===== config.mk =====
export PLATFORM = sky130hd
export DESIGN_NAME = cp0_regfile_flat
export DESIGN_NICKNAME = d
export VERILOG_FILES = /design/src/rtl/cp0_regfile_pkg.sv /design/src/rtl/cp0_regfile_if.sv /design/src/rtl/cp0_regfile_timer.sv /design/src/rtl/cp0_regfile.sv /design/src/flat_wrapper.sv
export SDC_FILE = /design/constraint.sdc
export NUM_CORES = 1
export LEC_CHECK = 0
export BUFFER_PORTS_ARGS = -buffer_cell sky130_fd_sc_hd__clkbuf_2
export CORE_MARGIN = 4
export CORE_UTILIZATION = 43
export DETAILED_ROUTE_END_ITERATION = 8
export GPL_TIMING_DRIVEN = 1
export PLACE_DENSITY = 0.81
export SYNTH_ARGS = -nofsm -noshare
export SYNTH_HDL_FRONTEND = slang
export SYNTH_HIERARCHICAL = 1
export SYNTH_SLANG_ARGS = --single-unit

===== constraint.sdc =====
create_clock -name clk -period 2.25 [get_ports clk]
set_input_delay 0.45 -clock clk [delete_from_list [all_inputs] [get_ports clk]]
set_output_delay 0.45 -clock clk [all_outputs]
set_load 0.01 [all_outputs]

===== src/rtl/cp0_regfile_pkg.sv =====
// Shared CP0 definitions: register numbers, ExcCode values, the MEM-stage exception
// type and the priority decode that turns it into an ExcCode plus BadVAddr source.
package cp0_regfile_pkg;

  localparam logic [4:0] CP0_REG_BADVADDR = 5'd8;
  localparam logic [4:0] CP0_REG_COUNT    = 5'd9;
  localparam logic [4:0] CP0_REG_COMPARE  = 5'd11;
  localparam logic [4:0] CP0_REG_STATUS   = 5'd12;
  localparam logic [4:0] CP0_REG_CAUSE    = 5'd13;
  localparam logic [4:0] CP0_REG_EPC      = 5'd14;

  localparam logic [4:0] EXC_INT  = 5'h00;
  localparam logic [4:0] EXC_ADEL = 5'h04;
  localparam logic [4:0] EXC_ADES = 5'h05;
  localparam logic [4:0] EXC_SYS  = 5'h08;
  localparam logic [4:0] EXC_BP   = 5'h09;
  localparam logic [4:0] EXC_RI   = 5'h0A;
  localparam logic [4:0] EXC_OV   = 5'h0C;

  localparam logic [31:0] EXC_VECTOR_DEFAULT = 32'hBFC0_0380;

  typedef struct packed {
    logic Interrupt;
    logic WrongAddressinIF;
    logic ReservedInstruction;
    logic Syscall;
    logic Break;
    logic Overflow;
    logic WrWrongAddressinMEM;
    logic RdWrongAddressinMEM;
    logic Eret;
  } ExceptinPipeType;

  typedef enum logic [1:0] {
    BADV_KEEP = 2'd0,
    BADV_PC   = 2'd1,
    BADV_MEM  = 2'd2
  } badv_src_e;

  typedef struct packed {
    logic       valid;
    logic [4:0] code;
    badv_src_e  badv_src;
  } exc_decode_t;

  // Eret is deliberately excluded: valid means "enter the exception vector".
  function automatic exc_decode_t decode_exc(input ExceptinPipeType e);
    exc_decode_t d;
    d.valid    = 1'b1;
    d.code     = EXC_INT;
    d.badv_src = BADV_KEEP;
    if (e.Interrupt) begin
      d.code = EXC_INT;
    end else if (e.WrongAddressinIF) begin
      d.code     = EXC_ADEL;
      d.badv_src = BADV_PC;
    end else if (e.ReservedInstruction) begin
      d.code = EXC_RI;
    end else if (e.Syscall) begin
      d.code = EXC_SYS;
    end else if (e.Break) begin
      d.code = EXC_BP;
    end else if (e.Overflow) begin
      d.code = EXC_OV;
    end else if (e.WrWrongAddressinMEM) begin
      d.code     = EXC_ADES;
      d.badv_src = BADV_MEM;
    end else if (e.RdWrongAddressinMEM) begin
      d.code     = EXC_ADEL;
      d.badv_src = BADV_MEM;
    end else begin
      d.valid = 1'b0;
    end
    return d;
  endfunction

endpackage


===== src/rtl/cp0_regfile_if.sv =====
// Bundle between the pipeline and CP0: exception commit inputs, MTC0/MFC0 access,
// and the Status/Cause/EPC/redirect feedback. The CP0 block uses the slave modport.
interface cp0_regfile_if;

  logic [5:0]                        Int_i;
  cp0_regfile_pkg::ExceptinPipeType  ExceptType_i;
  logic                              IsDelaySlot_i;
  logic [31:0]                       CurrentPC_i;
  logic [31:0]                       MemAddr_i;
  // MTC0 is a single-cycle write strobe with no back-pressure: a write is taken on every
  // edge where CP0RegWr_i is high; MFC0 data is valid in the same cycle as the address.
  logic                              CP0RegWr_i;
  logic [4:0]                        CP0RegWrAddr_i;
  logic [31:0]                       CP0RegWrData_i;
  logic [4:0]                        CP0RegRdAddr_i;
  logic [31:0]                       CP0RdData_o;
  logic [31:0]                       CP0Status_o;
  logic [31:0]                       CP0Cause_o;
  logic [31:0]                       CP0Epc_o;
  logic                              ExcRedirect_o;
  logic [31:0]                       ExcTargetPC_o;
  logic                              TimerInt_o;

  modport slave (
    input  Int_i, ExceptType_i, IsDelaySlot_i, CurrentPC_i, MemAddr_i,
    input  CP0RegWr_i, CP0RegWrAddr_i, CP0RegWrData_i, CP0RegRdAddr_i,
    output CP0RdData_o, CP0Status_o, CP0Cause_o, CP0Epc_o,
    output ExcRedirect_o, ExcTargetPC_o, TimerInt_o
  );

  modport master (
    output Int_i, ExceptType_i, IsDelaySlot_i, CurrentPC_i, MemAddr_i,
    output CP0RegWr_i, CP0RegWrAddr_i, CP0RegWrData_i, CP0RegRdAddr_i,
    input  CP0RdData_o, CP0Status_o, CP0Cause_o, CP0Epc_o,
    input  ExcRedirect_o, ExcTargetPC_o, TimerInt_o
  );

endinterface


===== src/rtl/cp0_regfile_timer.sv =====
// Count/Compare timer: prescaled Count, Compare, and the sticky timer interrupt flag.
module cp0_regfile_timer #(
  parameter int unsigned COUNT_DIV = 2
) (
  input  logic        clk,
  input  logic        rst,
  input  logic        count_we_i,
  input  logic        compare_we_i,
  input  logic [31:0] wr_data_i,
  output logic [31:0] count_o,
  output logic [31:0] compare_o,
  output logic        ti_o
);

  localparam int unsigned   PW         = (COUNT_DIV > 1) ? $clog2(COUNT_DIV) : 1;
  localparam logic [PW-1:0] PRESC_LAST = PW'(COUNT_DIV - 1);

  logic [PW-1:0] presc_q, presc_d;
  logic [31:0]   count_q, count_d;
  logic [31:0]   compare_q, compare_d;
  logic          ti_q, ti_d;
  logic          tick;

  always_comb begin
    tick      = (presc_q == PRESC_LAST);
    presc_d   = tick ? '0 : presc_q + 1'b1;
    count_d   = count_q;
    compare_d = compare_q;
    ti_d      = ti_q;
    if (count_we_i) begin
      count_d = wr_data_i;
      presc_d = '0;
    end else if (tick) begin
      count_d = count_q + 32'd1;
      if (count_d == compare_q) ti_d = 1'b1;
    end
    // A Compare write acknowledges the interrupt, even against a same-cycle match.
    if (compare_we_i) begin
      compare_d = wr_data_i;
      ti_d      = 1'b0;
    end
  end

  always_ff @(posedge clk) begin
    if (rst) begin
      presc_q   <= '0;
      count_q   <= '0;
      compare_q <= '0;
      ti_q      <= 1'b0;
    end else begin
      presc_q   <= presc_d;
      count_q   <= count_d;
      compare_q <= compare_d;
      ti_q      <= ti_d;
    end
  end

  assign count_o   = count_q;
  assign compare_o = compare_q;
  assign ti_o      = ti_q;

endmodule


===== src/rtl/cp0_regfile.sv =====
// CP0 register file and exception commit point: Status/Cause/EPC/BadVAddr update,
// MFC0/MTC0 access, timer, and the fetch redirect for exceptions and ERET.
module cp0_regfile #(
  parameter logic [31:0] EXC_VECTOR = cp0_regfile_pkg::EXC_VECTOR_DEFAULT,
  parameter int unsigned COUNT_DIV  = 2
) (
  input logic          clk,
  input logic          rst,
  cp0_regfile_if.slave bus
);

  import cp0_regfile_pkg::*;

  logic [31:0] badv_q, badv_d;
  logic [31:0] epc_q, epc_d;
  logic [7:0]  im_q, im_d;
  logic        exl_q, exl_d;
  logic        ie_q, ie_d;
  logic        bd_q, bd_d;
  logic [1:0]  ip_sw_q, ip_sw_d;
  logic [4:0]  exc_code_q, exc_code_d;
  logic [5:0]  int_q;

  logic        wr_count, wr_compare, wr_status, wr_cause, wr_epc;
  logic [31:0] wdata, epc_fwd;
  logic [31:0] count, compare, status, cause;
  logic        ti, is_eret;
  exc_decode_t exc;

  assign wdata      = bus.CP0RegWrData_i;
  assign wr_count   = bus.CP0RegWr_i && (bus.CP0RegWrAddr_i == CP0_REG_COUNT);
  assign wr_compare = bus.CP0RegWr_i && (bus.CP0RegWrAddr_i == CP0_REG_COMPARE);
  assign wr_status  = bus.CP0RegWr_i && (bus.CP0RegWrAddr_i == CP0_REG_STATUS);
  assign wr_cause   = bus.CP0RegWr_i && (bus.CP0RegWrAddr_i == CP0_REG_CAUSE);
  assign wr_epc     = bus.CP0RegWr_i && (bus.CP0RegWrAddr_i == CP0_REG_EPC);

  assign exc     = decode_exc(bus.ExceptType_i);
  assign is_eret = bus.ExceptType_i.Eret && !exc.valid;
  // The MTC0 in WB is older than the ERET in MEM, so ERET must see its EPC value.
  assign epc_fwd = wr_epc ? wdata : epc_q;

  cp0_regfile_timer #(.COUNT_DIV(COUNT_DIV)) u_timer (
    .clk         (clk),
    .rst         (rst),
    .count_we_i  (wr_count),
    .compare_we_i(wr_compare),
    .wr_data_i   (wdata),
    .count_o     (count),
    .compare_o   (compare),
    .ti_o        (ti)
  );

  always_comb begin
    badv_d     = badv_q;
    epc_d      = epc_q;
    im_d       = im_q;
    exl_d      = exl_q;
    ie_d       = ie_q;
    bd_d       = bd_q;
    ip_sw_d    = ip_sw_q;
    exc_code_d = exc_code_q;
    if (wr_status) begin
      im_d  = wdata[15:8];
      exl_d = wdata[1];
      ie_d  = wdata[0];
    end
    if (wr_cause) ip_sw_d = wdata[9:8];
    if (wr_epc)   epc_d   = wdata;
    if (exc.valid) begin
      exc_code_d = exc.code;
      exl_d      = 1'b1;
      // Nested exceptions keep the EPC/BD of the outermost one.
      if (!exl_q) begin
        epc_d = bus.IsDelaySlot_i ? bus.CurrentPC_i - 32'd4 : bus.CurrentPC_i;
        bd_d  = bus.IsDelaySlot_i;
      end
      case (exc.badv_src)
        BADV_PC:  badv_d = bus.CurrentPC_i;
        BADV_MEM: badv_d = bus.MemAddr_i;
        default:  badv_d = badv_q;
      endcase
    end else if (is_eret) begin
      exl_d = 1'b0;
    end
  end

  always_ff @(posedge clk) begin
    if (rst) begin
      badv_q     <= '0;
      epc_q      <= '0;
      im_q       <= '0;
      exl_q      <= 1'b0;
      ie_q       <= 1'b0;
      bd_q       <= 1'b0;
      ip_sw_q    <= '0;
      exc_code_q <= '0;
      int_q      <= '0;
    end else begin
      badv_q     <= badv_d;
      epc_q      <= epc_d;
      im_q       <= im_d;
      exl_q      <= exl_d;
      ie_q       <= ie_d;
      bd_q       <= bd_d;
      ip_sw_q    <= ip_sw_d;
      exc_code_q <= exc_code_d;
      int_q      <= bus.Int_i;
    end
  end

  assign status = {9'b0, 1'b1, 6'b0, im_q, 6'b0, exl_q, ie_q};
  assign cause  = {bd_q, ti, 14'b0, int_q[5] | ti, int_q[4:0], ip_sw_q, 1'b0, exc_code_q, 2'b00};

  always_comb begin
    case (bus.CP0RegRdAddr_i)
      CP0_REG_BADVADDR: bus.CP0RdData_o = badv_q;
      CP0_REG_COUNT:    bus.CP0RdData_o = count;
      CP0_REG_COMPARE:  bus.CP0RdData_o = compare;
      CP0_REG_STATUS:   bus.CP0RdData_o = status;
      CP0_REG_CAUSE:    bus.CP0RdData_o = cause;
      CP0_REG_EPC:      bus.CP0RdData_o = epc_q;
      default:          bus.CP0RdData_o = 32'd0;
    endcase
  end

  assign bus.CP0Status_o   = status;
  assign bus.CP0Cause_o    = cause;
  assign bus.CP0Epc_o      = epc_q;
  assign bus.TimerInt_o    = ti;
  assign bus.ExcRedirect_o = exc.valid | is_eret;
  assign bus.ExcTargetPC_o = exc.valid ? EXC_VECTOR : (is_eret ? epc_fwd : 32'd0);

endmodule


===== src/flat_wrapper.sv =====
// flat-port wrapper written by rule: the top's interface ports become plain ports
module cp0_regfile_flat import cp0_regfile_pkg::*;
#(
  parameter logic [31:0] EXC_VECTOR = cp0_regfile_pkg::EXC_VECTOR_DEFAULT,
  parameter int unsigned COUNT_DIV  = 2
)
  (clk, rst, bus_Int_i, bus_ExceptType_i, bus_IsDelaySlot_i, bus_CurrentPC_i, bus_MemAddr_i, bus_CP0RegWr_i, bus_CP0RegWrAddr_i, bus_CP0RegWrData_i, bus_CP0RegRdAddr_i, bus_CP0RdData_o, bus_CP0Status_o, bus_CP0Cause_o, bus_CP0Epc_o, bus_ExcRedirect_o, bus_ExcTargetPC_o, bus_TimerInt_o);
  cp0_regfile_if bus_i ();
  input logic clk;
  input logic rst;
  input wire logic [$bits(bus_i.Int_i)-1:0] bus_Int_i;
  input wire logic [$bits(bus_i.ExceptType_i)-1:0] bus_ExceptType_i;
  input wire logic [$bits(bus_i.IsDelaySlot_i)-1:0] bus_IsDelaySlot_i;
  input wire logic [$bits(bus_i.CurrentPC_i)-1:0] bus_CurrentPC_i;
  input wire logic [$bits(bus_i.MemAddr_i)-1:0] bus_MemAddr_i;
  input wire logic [$bits(bus_i.CP0RegWr_i)-1:0] bus_CP0RegWr_i;
  input wire logic [$bits(bus_i.CP0RegWrAddr_i)-1:0] bus_CP0RegWrAddr_i;
  input wire logic [$bits(bus_i.CP0RegWrData_i)-1:0] bus_CP0RegWrData_i;
  input wire logic [$bits(bus_i.CP0RegRdAddr_i)-1:0] bus_CP0RegRdAddr_i;
  output wire logic [$bits(bus_i.CP0RdData_o)-1:0] bus_CP0RdData_o;
  output wire logic [$bits(bus_i.CP0Status_o)-1:0] bus_CP0Status_o;
  output wire logic [$bits(bus_i.CP0Cause_o)-1:0] bus_CP0Cause_o;
  output wire logic [$bits(bus_i.CP0Epc_o)-1:0] bus_CP0Epc_o;
  output wire logic [$bits(bus_i.ExcRedirect_o)-1:0] bus_ExcRedirect_o;
  output wire logic [$bits(bus_i.ExcTargetPC_o)-1:0] bus_ExcTargetPC_o;
  output wire logic [$bits(bus_i.TimerInt_o)-1:0] bus_TimerInt_o;
  assign bus_i.Int_i = bus_Int_i;
  assign bus_i.ExceptType_i = bus_ExceptType_i;
  assign bus_i.IsDelaySlot_i = bus_IsDelaySlot_i;
  assign bus_i.CurrentPC_i = bus_CurrentPC_i;
  assign bus_i.MemAddr_i = bus_MemAddr_i;
  assign bus_i.CP0RegWr_i = bus_CP0RegWr_i;
  assign bus_i.CP0RegWrAddr_i = bus_CP0RegWrAddr_i;
  assign bus_i.CP0RegWrData_i = bus_CP0RegWrData_i;
  assign bus_i.CP0RegRdAddr_i = bus_CP0RegRdAddr_i;
  assign bus_CP0RdData_o = bus_i.CP0RdData_o;
  assign bus_CP0Status_o = bus_i.CP0Status_o;
  assign bus_CP0Cause_o = bus_i.CP0Cause_o;
  assign bus_CP0Epc_o = bus_i.CP0Epc_o;
  assign bus_ExcRedirect_o = bus_i.ExcRedirect_o;
  assign bus_ExcTargetPC_o = bus_i.ExcTargetPC_o;
  assign bus_TimerInt_o = bus_i.TimerInt_o;
  cp0_regfile #(.EXC_VECTOR(EXC_VECTOR), .COUNT_DIV(COUNT_DIV)) u_core (.clk(clk), .rst(rst), .bus(bus_i));
endmodule

# ---- Word-level counts from Yosys, hierarchy flattened
# Index checks and enable logic that the tools add are counted.
dict set report totals {
  ff_bits 154
  inputBits 125
  out_inout_bits 162
  word_cells 83
}
dict set report classes {
  addsub 3
  n_eq_ne 14
  n_mux 34
  bitwise_logic 4
  n_reduce_logical 15
}
# operator count
set ops {}
lappend ops {{two-way mux 32 bit} 8}
lappend ops {{case mux 32 bit (6 select lines)} 1}
lappend ops {{case mux 32 bit (2 select lines)} 1}
lappend ops {{equality test 5 x 4 -> 1 bit (second input constant)} 11}
lappend ops {{adder 32 x 1 -> 32 bit (second input constant)} 1}
lappend ops {{equality test 32 bit} 1}
lappend ops {{subtractor 32 x 3 -> 32 bit (second input constant)} 1}
lappend ops {{two-way mux 5 bit} 6}
lappend ops {{two-way mux 7 bit} 2}
lappend ops {{two-way mux 1 bit} 11}
lappend ops {{two-way mux 2 bit} 5}
lappend ops {{logical AND 1 bit} 6}
lappend ops {{AND reduction 2 bit} 2}
lappend ops {{nonzero test 2 bit} 2}
lappend ops {{AND reduction 3 bit} 1}
lappend ops {{nonzero test 3 bit} 1}
lappend ops {{OR reduction 3 bit} 1}
lappend ops {{equality test 2 x 1 -> 1 bit (second input constant)} 1}
lappend ops {{equality test 2 bit (second input constant)} 1}
lappend ops {{NOT 1 bit} 2}
lappend ops {{bitwise OR 1 bit} 2}
lappend ops {{OR reduction 2 bit} 1}
lappend ops {{adder 1 bit (second input constant)} 1}
lappend ops {{logical NOT 1 bit} 1}

# ---- Logic depth before layout (Yosys ltp)
# Gate-level depths: netlist (run 1).
dict set report depth {
  ltp_word 12
  depth_mapped 10
}

# ---- Modules after synthesis
# Netlist (run 1), hierarchy kept.
# module n_inst cells_each area_per_inst_um2 seq_area_each_um2
set by_module_without_submodules {}
lappend by_module_without_submodules {cp0_regfile 1 688 5736.8 1741.7}
lappend by_module_without_submodules {cp0_regfile_timer 1 478 3900.0 1321.3}

# ---- Worst setup path before layout (run 1)
# Ideal clock, no wire load.
dict set report synth_timing {
  path_type {input to register}
  start {input port bus_ExceptType_i[3]}
  end {register u_core.badv_q[10]}
  setup_time_ns 0.137
  arrival_ns 2.079
  required_time_ns 2.113
  slack_ns 0.034
  cell_stages 8
  path_buffers 2
  cell_sequence {nor4_1 -> nand2_1 -> nor2_1 -> ha_1 -> clkbuf_1 -> clkbuf_1 -> mux2i_1 -> a211oi_1}
}
dict set report synth_via {
  elab_chain_cells 9
  word_cells_on_any_way 17
  cone_classes {2 x eq/ne; 13 x mux; 2 x reduce/logical}
}
# item line_no
set synth_lines {}
lappend synth_lines {{start: declaration} flat_wrapper.sv:12} ;# input wire logic [$bits(bus_i.ExceptType_i)-1:0] bus_ExceptType_i;
lappend synth_lines {{two-way mux 2 bit} cp0_regfile_pkg.sv:63} ;# end else if (e.Overflow) begin
lappend synth_lines {{two-way mux 2 bit} cp0_regfile_pkg.sv:61} ;# end else if (e.Break) begin
lappend synth_lines {{two-way mux 2 bit} cp0_regfile_pkg.sv:59} ;# end else if (e.Syscall) begin
lappend synth_lines {{two-way mux 2 bit} cp0_regfile_pkg.sv:57} ;# end else if (e.ReservedInstruction) begin
lappend synth_lines {{two-way mux 7 bit} cp0_regfile_pkg.sv:54} ;# end else if (e.WrongAddressinIF) begin
lappend synth_lines {{two-way mux 2 bit} cp0_regfile_pkg.sv:52} ;# if (e.Interrupt) begin
lappend synth_lines {{equality test 2 x 1 -> 1 bit or equality test 2 bit (tied branches)} cp0_regfile.sv:77} ;# case (exc.badv_src)
lappend synth_lines {{nonzero test 2 bit (no source line)} n/a}
lappend synth_lines {{AND reduction 2 bit (no source line)} n/a}
lappend synth_lines {{end signal: assignment} cp0_regfile.sv:99} ;# badv_q <= badv_d;
lappend synth_lines {{end: declaration} cp0_regfile.sv:14} ;# logic [31:0] badv_q, badv_d;
# Parallel ways exist; a longest one is shown, timed or not.
# A chain may end at the register's enable or synchronous reset.

# ---- Worst setup path in the final report (run 1)
dict set report layout_timing {
  start {input port bus_CP0RegWrAddr_i[4]}
  end {output port bus_ExcTargetPC_o[22]}
}
dict set report layout_via {
  elab_chain_cells 5
}
# item line_no
set layout_lines {}
lappend layout_lines {{start: declaration} flat_wrapper.sv:17} ;# input wire logic [$bits(bus_i.CP0RegWrAddr_i)-1:0] bus_CP0RegWrAddr_i;
lappend layout_lines {{equality test 5 x 4 -> 1 bit} cp0_regfile.sv:35} ;# assign wr_epc = bus.CP0RegWr_i && (bus.CP0RegWrAddr_i == CP0_REG_EPC);
lappend layout_lines {{logical AND 1 bit} cp0_regfile.sv:35}
lappend layout_lines {{two-way mux 32 bit} cp0_regfile.sv:40} ;# assign epc_fwd = wr_epc ? wdata : epc_q;
lappend layout_lines {{two-way mux 32 bit (2 in series)} cp0_regfile.sv:131} ;# assign bus.ExcTargetPC_o = exc.valid ? EXC_VECTOR : (is_eret ? epc_fwd : 32'd0);
lappend layout_lines {{end: declaration} flat_wrapper.sv:25} ;# output wire logic [$bits(bus_i.ExcTargetPC_o)-1:0] bus_ExcTargetPC_o;
# Every way passes these cells.

==> impl_metrics.ini, run 1 <==
[setup_path]
slowest_delay_ns = 0.29
r2r_setup_slack_ns = 0.06
timing_worst_setup_path_type = in2out
worstPathRequired_ns = 1.80
endpoint_kind = output pin
crit_chain = clkbuf_2 -> nand4b_1 -> nor3b_2 -> buf_6 -> buf_12 -> mux2i_2 -> o21ai_0 -> clkbuf_2
arrival_ns = 1.89
startpoint = bus_CP0RegWrAddr_i[4]
slowest_stage = mux2i_2
crit_family = buffers and inverters
start_kind = primary input
crit_fanout = 13
rr_startpoint = u_core/u_timer/count_o[4]
crit_top_cell = clkbuf_2
path_buf_inv = 4

[place]
io_buffer_count = 246
dp_hpwl_um = 28000
dp_slack_ns = -0.169
dp.cells = 1711
gp_congestion = 1.05

[worst_hold_path]
hp-class = in2reg
min_from = bus_Int_i[5]

[run_status]
violations = negative setup slack
status = finished with violations

[synthesis]
async_flop_share = 0
synth.cell_area_sq_um = 9640
ys_seq_area_frac = 0.318
avgSynthCellArea_sq_um = 8.26
syn_inst = 1166
ys.flop_type = dfxtp_1
synth_seq_cells = 153
synth_edf_count = 0
ys_types = 73
yosysWarnings = 6

[clock_network]
cts_buffers = 17
ctsLongestPathBuffers = 2
root_buffer = clkbuf_16
htreeDepth = 4
path_clk_slew_ns = 0.07
holdBufCountCts = 0
tritoncts = yes
cts.sinks = 153
clk_latency_ns = 0.43

[global_routing]
grt_overflow_total = 0
grt_pass1_wl_um = 54700
grtUsageTotal = 0.282
antenna_found_initial = 0
grt_max_degree = 153
grt_pass1_vias = 9637

[layout]
final_nets = 1585
drive_above_1_share = 0.327
final_common_cell = clkbuf_2
final_cell_count_no_fill = 1750
area_delta_synth_final_pct = 31.9
layout_common_cells = 241 x clkbuf_2, 185 x nor2_1, 150 x dfxtp_1

[pwr]
netSwitchingPower_w = 0.00190
powerDensity_nw_per_um2 = 535
p_clk_frac = 0.417
p_int_w = 0.00490
leakage_nw = 5.37
pwr-share-comb = 0.150
power_frac_seq = 0.434
swShare = 0.279
irDropWorstVdd_mv = 0.501

[route]
drtAntennaViolNets = 0
firstDrtPassIters = 6
wl_per_cell_um = 21.6
viasPerCell = 5.99
drtIter0Drc = 1563
drcViolationCount = 0
vias = 10500
finalWirelength_um = 37900

[sta]
final.setup.worst_slack_ns = -0.0942
max-slew-margin-rel = 0.498
period_share = 1.04
tightest_slew_ns = 0.753
finalMaxSlewViolations = 0
finClkSkew_ns = 0.0113
fmax_mhz = 427
min_period_ns = 2.34
rsz0062_at_grt = yes
finalSetupViolCount = 32
hold_viol_final = 0

[floorplan]
core_sq_um = 22000
io-pin-count = 287
dieHeight_um = 158
row_count = 54
die-area_sq_um = 24900
die_x_um = 158
start_util = 0.439

[run]
maxCapViolations = 0
worst paths after layout:
kind / cells after the start / to
max: 8 / bus_ExcTargetPC_o[22]
min: 2 / u_core/int_q[5]
max reg2reg: 9 / u_core/u_timer/ti_o
min reg2reg: 2 / u_core/badv_q[2]
cell families (layout without fill, tap and decap cells):
kind of cell               Yosys count  in the layout  share of synthesized area
xor gates and xnor gates            98             98                     0.0891
adders and majority gates            3              3                    0.00390
muxes                              115            115                      0.119
buffers and inverters              147            412                     0.0854
DFF                                153            153                      0.318
AOI/OAI and AO/OA                  224            224                      0.161
and+or+nand+nor                    424            424                      0.222
other                                2             41                   0.000779
stage by stage:
step	cell area, sq um	hold WS [ns]	util	setup TNS, ns	power [W]
5_1_grt	12700	0.222	0.579	-2.74	0.00699
3_5_place_dp	11700	0.491	0.531	-3.14	0.00391
4_1_cts	12400	0.228	0.563	-0.141	0.00672
2_1_floorplan	9780	0.449	-	0	0.00346
6_report	12700	0.234	0.579	-1.32	0.00680
3_3_place_gp	11700	0.478	0.531	-1.71	0.00390
synth_stat cells (all sizes together), types with 8 or more instances:
library cell | count | area, sq um
nand3 | 38 | 195
a21o | 18 | 136
mux2i | 115 | 1150
clkbuf | 60 | 256
nor2 | 187 | 702
or3 | 12 | 86.3
nand4 | 23 | 165
a22oi | 64 | 480
inv | 8 | 30.0
xnor2 | 57 | 499
nor4 | 21 | 183
buf | 79 | 537
xor2 | 41 | 359
and3 | 10 | 62.6
nor2b | 9 | 56.3
dfxtp | 153 | 3060
nor3 | 23 | 130
o21ai | 19 | 95.1
nand2 | 66 | 248
a211oi | 50 | 375
a21oi | 48 | 248
worst reg2reg max path: cells and delay by family (launching register included):
| family | cells | cell delay (ns) |
|---|---|---|
| and+or+nand+nor | 5 | 1.09 |
| DFF | 1 | 0.37 |
| buffers and inverters | 2 | 0.38 |
| AOI/OAI and AO/OA | 1 | 0.16 |
| xor gates and xnor gates | 1 | 0.13 |
flip-flops by register name, indices dropped and copies added, names as in the netlist:
register and flops:
u_core/ie_q 1, u_core/exl_q 1, u_core/exc_code_q 4, u_core/u_timer/compare_o 32, u_core/bus.CP0Epc_o 32, u_core/u_timer/ti_o 1, u_core/im_q 8, u_core/ip_sw_q 2
u_core/bd_q 1, u_core/u_timer/count_o 32, u_core/badv_q 32, u_core/u_timer/presc_q 1, u_core/int_q 6
power by group through the flow:
stage                     clock network, W  logic (W)  registers (W)
final                              0.00283    0.00102        0.00295
after global routing               0.00295    0.00108        0.00296
after global placement                   0   0.000909        0.00299
after floorplan                          0   0.000500        0.00296
after detailed placement                 0   0.000925        0.00299
after CTS                          0.00284   0.000951        0.00293
final cells by class:
type | count | area, sq um
diodes | 1 | 2.50
inverters | 8 | 30.0
clock buffers | 20 | 447
clock inverters | 11 | 125
well taps | 280 | 350
multi-input cells | 904 | 6280
repair buffers | 373 | 2400
fillers | 1832 | 9250
flip-flops and latches | 153 | 3070
routing by layer:
metal / vias to the layer above / global-route usage / part of all wire
met4: 0 / 0.157 / 0.060
met1: 4909 / 0.373 / 0.39
met5: - / 0 / 0
met2: 767 / 0.431 / 0.45
li1: 4649 / - / -
met3: 165 / 0.0560 / 0.10
timing repair:
| item | CTS | global route |
|---|---|---|
| endpoints found under the setup margin | 34 | 53 |
| pin swaps | 2 | 9 |
| resized for setup | 27 | 54 |
| cloned | 0 | 1 |
| setup buffers | 1 | 6 |
Note: power is estimated with default switching activity, not from simulation.
==> run 2, diff against run 1 <==
- CORE_UTILIZATION: 43 -> 40
- PLACE_DENSITY: 0.81 -> unset
- PLACE_DENSITY_LB_ADDON: unset -> 0.05
==> impl_metrics.ini, run 2 (synthesized netlist as in run 1, its figures left out) <==
[layout]
final_nets = 1605
design_area_sq_um = 12900
final_cell_count_no_fill = 1809
drive_above_1_share = 0.334
antenna_cells = 0
layout_common_cells = 242 x clkbuf_2, 184 x nor2_1, 149 x dfxtp_1
final_common_cell = clkbuf_2
fill_cells = 2295
area_delta_synth_final_pct = 34.0

[sta]
fmax_mhz = 418
tightest_slew_ns = 0.794
period_share = 1.06
min_period_ns = 2.39
finClkSkew_ns = 0.00617
final.setup.worst_slack_ns = -0.143
max-slew-margin-rel = 0.471
finalSetupViolCount = 32
hold_viol_final = 0
finalMaxSlewViolations = 0
rsz0062_at_grt = yes

[route]
drtAntennaViolNets = 0
wl_per_cell_um = 21.1
firstDrtPassIters = 5
drtIter0Drc = 1060
vias = 9883
drcViolationCount = 0
viasPerCell = 5.46
finalWirelength_um = 38100

[global_routing]
grt_pass1_wl_um = 55700
grtUsageTotal = 0.275
antenna_found_initial = 0
grt_pass1_vias = 9006
grt_max_degree = 153
grt_overflow_total = 0

[floorplan]
die_x_um = 163
start_util = 0.408
core_sq_um = 23600
die-area_sq_um = 26600
dieHeight_um = 163
io-pin-count = 287
row_count = 56

[clock_network]
clk_latency_ns = 0.43
holdBufCountCts = 0
path_clk_slew_ns = 0.07
root_buffer = clkbuf_16
tritoncts = yes
ctsLongestPathBuffers = 2
cts_buffers = 17
cts.sinks = 153
htreeDepth = 4

[setup_path]
start_kind = primary input
arrival_ns = 1.94
timing_worst_setup_path_type = in2out
crit_fanout = 10
endpoint_kind = output pin
startpoint = bus_CP0RegWrAddr_i[4]
worstPathRequired_ns = 1.80
rr_startpoint = u_core/u_timer/count_o[0]

[run]
maxCapViolations = 0

[place]
io_buffer_count = 246
dp_slack_ns = -0.146
dp_hpwl_um = 29300
gp_congestion = 0.957
dp.cells = 1763
place_area_sq_um = 11900

[run_status]
violations = negative setup slack
status = finished with violations

[worst_hold_path]
min_from = bus_Int_i[1]
hp-class = in2reg

[pwr]
leakage_nw = 5.47
p_total_w = 0.00685
powerDensity_nw_per_um2 = 531
irDropWorstVdd_mv = 0.345
==> run 2: metrics by stage <==
step / utilization / setup TNS (ns) / hold slack, ns
floorplan: - / 0 / 0.449
global placement: 0.503 / -3.44 / 0.476
finish: 0.547 / -2.71 / 0.225
CTS: 0.535 / -1.31 / 0.211
global route: 0.547 / -4.71 / 0.224
detailed placement: 0.503 / -4.45 / 0.487
==> run 2: what timing repair did <==
item / in CTS / in global routing
setup endpoints to repair: 34 / 47
gates resized for setup: 29 / 48
cloned: 1 / 0
buffers inserted: 6 / 8
pin swaps: 3 / 7
==> run 2: cell type report <==
cell class                      count  area [sq um]  area share
Clock buffer                       20           447      0.0346
Clock inverter                     12           126     0.00979
Inverter                            8          30.0     0.00233
Multi-Input combinational cell    904          6240       0.483
Sequential cell                   153          3070       0.238
Tap cell                          319           399      0.0309
Timing Repair Buffer              393          2600       0.202
==> run 2: worst paths after layout <==
path	end	slack [ns]	depth (start not counted)
setup / recovery	bus_ExcTargetPC_o[23]	-0.14	8
hold / removal	u_core/int_q[1]	0.23	2
setup reg to reg	u_core/u_timer/ti_o	0.10	8
hold reg to reg	u_core/badv_q[19]	0.50	2
==> run 2: power by group <==
group          switching (W)  total (W)  internal (W)
registers           0.000129    0.00295       0.00282
logic               0.000580    0.00102      0.000441
clock network        0.00122    0.00288       0.00166
total                0.00193    0.00685       0.00492
==> run 2: critical path, cell delays in order <==
cell and delay, ns:
buf_6 0.09, nand4b_1 0.21, nor3b_2 0.26, buf_6 0.21
buf_12 0.17, mux2i_1 0.27, o21ai_0 0.10, clkbuf_2 0.15
==> run 2: layer usage <==
metal / track usage / up-vias / share of wire
met5: 0 / - / 0
met4: 0.0717 / 0 / 0.019
met3: 0.0472 / 50 / 0.087
met2: 0.413 / 461 / 0.44
met1: 0.408 / 4654 / 0.46
li1: - / 4718 / -
